## config.mk

```make
export PLATFORM = sky130hd
export DESIGN_NAME = muldiv_unit
export DESIGN_NICKNAME = d
export VERILOG_FILES = /design/src/rtl/muldiv_pkg.sv /design/src/rtl/muldiv_unit.sv
export SDC_FILE = /design/constraint.sdc
export NUM_CORES = 1
export LEC_CHECK = 0
export ABC_CLOCK_PERIOD_IN_PS = 5450
export CORE_AREA = 5 5 205 207
export DETAILED_ROUTE_END_ITERATION = 6
export DIE_AREA = 0 0 210 212
export PLACE_DENSITY = 0.69
export SYNTH_ARGS = -nofsm -noshare
export SYNTH_HDL_FRONTEND = slang
export SYNTH_SLANG_ARGS = --single-unit
```

## constraint.sdc

```tcl
create_clock -name clock -period 5.45 [get_ports clock]
set_input_delay 0.8175 -clock clock [delete_from_list [all_inputs] [get_ports clock]]
set_output_delay 0.8175 -clock clock [all_outputs]
set_load 0.005 [all_outputs]
```

## src/rtl/muldiv_pkg.sv

```systemverilog
// Shared encodings for the HI/LO multiply/divide unit: op codes, FSM states,
// iteration limit and a magnitude helper used when latching signed operands.
package muldiv_pkg;

  localparam logic [3:0] OP_NONE  = 4'd0;
  localparam logic [3:0] OP_MULT  = 4'd1;
  localparam logic [3:0] OP_MULTU = 4'd2;
  localparam logic [3:0] OP_DIV   = 4'd3;
  localparam logic [3:0] OP_DIVU  = 4'd4;
  localparam logic [3:0] OP_MTHI  = 4'd5;
  localparam logic [3:0] OP_MTLO  = 4'd6;
  localparam logic [3:0] OP_MFHI  = 4'd7;
  localparam logic [3:0] OP_MFLO  = 4'd8;

  typedef enum logic [1:0] {
    ST_IDLE,
    ST_MUL,
    ST_DIV,
    ST_FIX
  } state_t;

  localparam logic [4:0] ITER_LAST = 5'd31;

  function automatic logic [31:0] magnitude(input logic [31:0] value, input logic is_signed);
    return (is_signed && value[31]) ? (32'd0 - value) : value;
  endfunction

endpackage

```

## src/rtl/muldiv_unit.sv

```systemverilog
// Iterative 32-bit multiply/divide unit with HI/LO registers. Multiply (shift-add)
// and restoring divide share one 64-bit accumulator, operand register and adder.
module muldiv_unit
  import muldiv_pkg::*;
(
  input  logic        clock,
  input  logic        reset_n,
  input  logic [3:0]  EX_Op,
  input  logic [31:0] EX_Rs_Data,
  input  logic [31:0] EX_Rt_Data,
  input  logic        EX_Hold,
  input  logic        EX_Flush,
  output logic        EX_ALU_Stall,
  output logic        Busy,
  output logic [31:0] MF_Data
);

  state_t      state, state_next;
  logic [63:0] acc;
  logic [31:0] opnd;
  logic [31:0] hi, lo;
  logic [4:0]  cnt;
  logic        neg_q, neg_r, is_div;

  logic        op_valid, accept, start_mul, start_div, is_signed;
  logic        sub;
  logic [32:0] add_a;
  logic [33:0] add_b;
  logic [33:0] add_sum;

  assign op_valid  = (EX_Op != OP_NONE) && (EX_Op <= OP_MFLO);
  assign accept    = op_valid && (state == ST_IDLE) && !EX_Hold && !EX_Flush;
  assign start_mul = accept && ((EX_Op == OP_MULT) || (EX_Op == OP_MULTU));
  assign start_div = accept && ((EX_Op == OP_DIV) || (EX_Op == OP_DIVU));
  assign is_signed = (EX_Op == OP_MULT) || (EX_Op == OP_DIV);

  // Divide subtracts the divisor from the shifted partial remainder; bit 33 is the borrow.
  assign sub     = (state == ST_DIV);
  assign add_a   = sub ? acc[63:31] : {1'b0, acc[63:32]};
  assign add_b   = sub ? ~{2'b00, opnd} : {2'b00, opnd};
  assign add_sum = {1'b0, add_a} + add_b + {33'd0, sub};

  always_ff @(posedge clock or negedge reset_n) begin
    if (!reset_n) state <= ST_IDLE;
    else          state <= state_next;
  end

  always_comb begin
    state_next = state;
    case (state)
      ST_IDLE: begin
        if (start_mul)      state_next = ST_MUL;
        else if (start_div) state_next = ST_DIV;
      end
      ST_MUL, ST_DIV: if (cnt == ITER_LAST) state_next = ST_FIX;
      ST_FIX:  state_next = ST_IDLE;
      default: state_next = ST_IDLE;
    endcase
  end

  always_comb begin
    Busy         = (state != ST_IDLE);
    EX_ALU_Stall = Busy && op_valid;
    MF_Data      = 32'd0;
    if (EX_Op == OP_MFHI)      MF_Data = hi;
    else if (EX_Op == OP_MFLO) MF_Data = lo;
  end

  always_ff @(posedge clock or negedge reset_n) begin
    if (!reset_n) begin
      acc    <= 64'd0;
      opnd   <= 32'd0;
      hi     <= 32'd0;
      lo     <= 32'd0;
      cnt    <= 5'd0;
      neg_q  <= 1'b0;
      neg_r  <= 1'b0;
      is_div <= 1'b0;
    end else begin
      case (state)
        ST_IDLE: begin
          cnt <= 5'd0;
          if (accept && EX_Op == OP_MTHI) hi <= EX_Rs_Data;
          if (accept && EX_Op == OP_MTLO) lo <= EX_Rs_Data;
          if (start_mul || start_div) begin
            acc    <= {32'd0, magnitude(start_div ? EX_Rs_Data : EX_Rt_Data, is_signed)};
            opnd   <= magnitude(start_div ? EX_Rt_Data : EX_Rs_Data, is_signed);
            neg_q  <= is_signed && (EX_Rs_Data[31] ^ EX_Rt_Data[31]);
            neg_r  <= is_signed && EX_Rs_Data[31];
            is_div <= start_div;
          end
        end
        ST_MUL: begin
          acc <= acc[0] ? {add_sum[32:0], acc[31:1]} : {1'b0, acc[63:1]};
          cnt <= cnt + 5'd1;
        end
        ST_DIV: begin
          acc <= add_sum[33] ? {acc[62:0], 1'b0} : {add_sum[31:0], acc[30:0], 1'b1};
          cnt <= cnt + 5'd1;
        end
        ST_FIX: begin
          if (is_div) begin
            lo <= neg_q ? (32'd0 - acc[31:0])  : acc[31:0];
            hi <= neg_r ? (32'd0 - acc[63:32]) : acc[63:32];
          end else begin
            {hi, lo} <= neg_q ? (64'd0 - acc) : acc;
          end
        end
        default: cnt <= 5'd0;
      endcase
    end
  end

endmodule

```

==> metrics.csv <==
metric;value;unit
run status;completed;
final cycle utilization of the critical path;85.6;%
average wire per standard cell;22.9;microns
initial antenna violation count;0;
cell internal pwr;4.94;mW
Distinct cells, synth;80;
Worst Max-Slew Pin Slew;1.02;ns
Detailed Place HPWL;43500;microns
largest net degree at the start of global routing;103;
maximum clock frequency;214;MHz
Worst EP required;5.81;ns
RSZ-0062 raised after global routing;false;
Core Footprint;0.0402;sq mm
vias;15728;
root buf cell;clkbuf_16;
HP Class;input port to async pin;
Critical Path, Cell by Cell;inv_1, ha_4, buf_4, xor2_1, ha_1, a21oi_1, o21ai_0, a2111oi_0, o31ai_1, o21ai_0, nor2_1, a311oi_1, a222oi_1, o211ai_1;
later-pin clock latency in the skew report;0.46;ns
fin area;0.0177;sq mm
die area;0.0445;sq mm
Mapped Nets;2109;
Final nets;2088;
Congestion Overflow GR;0;
Post-CTS Setup Inserts;0;
drt via density;6.25;
Ant. Diodes;0;
Synth Instances;1992;
die height;212;microns
Post-DRT Antenna Nets;0;
Clk network pwr share;11.9;%
CTS Buf Count;17;
cell area after synthesis;0.0157;sq mm
Pre-antenna DRT Iters;6;
fill count;3989;
Detailed Route WL;57600;microns
post-CTS resize count;0;
total track usage;24.9;%
worst vdd ir;316;uV
area grow syn2layout;12.5;%
Seq cells post-synth;170;
hold buffers post-CTS;0;
Reg clk slew, reported paths;0.08;ns
dpl cells;2484;
Die W;210;microns
Iter 0 DRT Violations;1701;
MaxCap Viol Count;0;
Critical Path Start;state[0]$_DFFE_PN0P_;
placed cell areas;0.0171;sq mm
Yosys top cell by area;dfrtp_1;
first-pass GRT wire length;88000;microns
Slew headroom;31.9;%
P_leak;7.37;nW
cell family with most CP delay;compound AO/OA/AOI/OAI gates;
Clock Path Buffers;2;
routability congestion estimate;0.983;
Post-Place Worst Slack;0.758;ns
PwrDens;597;mW/mm^2
CTS tree;yes;
number of global-route vias before repair;14658;
slowest cell on the critical path;a2111oi_0;
Async SR Flop Fraction;100;%
DRC violations left;0;
Logic pwr share;63.6;%
worst reg-to-reg setup slack;0.79;ns
Setup Skew;0.0232;ns
most frequent cell after synthesis;nand2_1;
Switching Fraction;53.1;%
top-area cell type share of the netlist area;27.1;%
Sequential Power Share;24.5;%
CP peak stage delay;0.56;ns
initial core utilization;39.1;%
layout cells sized above 1;7.06;%
Crit Path Max Fanout;35;
r2r startpoint;state[0]$_DFFE_PN0P_;
post-synthesis sequential area ratio;27.1;%
Area contributors post-synth;dfrtp_1, mux2i_1, xor2_1;
Synth top cells by count;nand2_1, o21ai_0, dfrtp_1, clkbuf_1, nor2_1;
crit-path most repeated cell;o21ai_0;
minimum clock period;4.66;ns
Final Slew Violations;0;
port bufs;105;
Mean Syn Cell Area;7.88;sq um
Non-Filler Instances;2516;
type of origin of the critical path;flip-flop;
Hold Fails Final Rpt;0;
number of synthesized flops with an enable pin;0;
Ys Warns;0;
CP endpoint kind;flip-flop;
kind of critical path;flip-flop to flip-flop;
IO Count;106;
NetSw;5.60;mW
Clock Sink Count;170;
Main synth FF type;dfrtp_1;
FP Rows;74;
setup tns final;0;ns
post-route setup slack;0.786;ns
WP buf/inv;2;
htree depth;4;
CP arrival;5.03;ns
Final Setup Violations;0;
[kinds of logic (layout without fill, tap and decap cells)]
kind of cell | after synthesis | after routing | synth area share [%]
adder cells (fa/ha/maj) | 45 | 45 | 3.63
AO/OA/AOI/OAI | 630 | 630 | 25.9
XOR/XNOR | 192 | 192 | 10.7
buffers and inverters | 211 | 203 | 5.22
multiplexers | 147 | 147 | 9.74
flip-flops | 170 | 170 | 27.1
AND/OR/NAND/NOR | 597 | 597 | 17.7
[power by group through the flow]
stage / logic, mW / clock network, mW / registers, mW
floorplan: 5.02 / 0 / 2.14
global placement: 6.40 / 0 / 2.55
detailed placement: 6.52 / 0 / 2.58
CTS: 6.55 / 1.27 / 2.55
global route: 7.27 / 1.31 / 2.65
finish: 6.71 / 1.26 / 2.58
[final timing paths]
check | depth (start not counted) | to
worst max register to register | 14 | acc[58]$_DFFE_PN0P_
worst min register to register | 1 | lo[11]$_DFFE_PN0P_
worst max-delay path | 14 | acc[58]$_DFFE_PN0P_
worst min-delay path | 1 | cnt[4]$_DFFE_PN0P_
min in group clock | 1 | lo[11]$_DFFE_PN0P_
max in group asynchronous | 2 | acc[14]$_DFFE_PN0P_
[layer usage]
metal  global-route usage [%]  wire (microns)
met2                     36.8           24600
met5                        0               0
met3                     5.06            5940
met4                     9.65            2240
met1                     36.0           24800
[area by class of cell]
type	count	area [sq um]	area share, %
clock buffers	17	425	2.41
clock inverters	15	176	0.998
inverters	30	113	0.637
multi-input cells	1611	10700	60.5
flip-flops and latches	170	4250	24.1
well taps	532	666	3.77
repair buffers	141	1350	7.62
[registers in the layout (all words and copies together) (netlist names)]
register	count
is_div	1
lo	32
state	2
cnt	5
opnd	32
acc	64
neg_q	1
hi	32
neg_r	1
[cell usage in the layout, fill, tap and decap left out, drive strengths merged, types with 10 or more instances in the layout]
cell type,n
a221oi,11
a22o,35
mux2,46
inv,35
o221ai,13
a21oi,119
a22oi,17
clkbuf,17
nand2,243
dfrtp,170
mux2i,101
xnor2,83
a221o,16
nor2,137
nand4,10
or3,28
nor3,45
xor2,109
a31oi,27
and3,14
or4,18
o211ai,19
a21o,42
clkdlybuf4s50,104
a211oi,31
nand3,32
o41ai,10
o31ai,30
nor2b,12
buf,37
o21ai,209
nor4,17
ha,44
[through the flow]
stage / hold slack [ns] / util [%] / power [mW]
2_1_floorplan: 0.450 / - / 7.16
3_3_place_gp: 0.460 / 42.5 / 8.95
3_5_place_dp: 0.466 / 42.5 / 9.10
4_1_cts: 0.394 / 44.0 / 10.4
5_1_grt: 0.417 / 44.0 / 11.2
6_report: 0.359 / 44.0 / 10.5
Power figures use the tool's default switching activity.
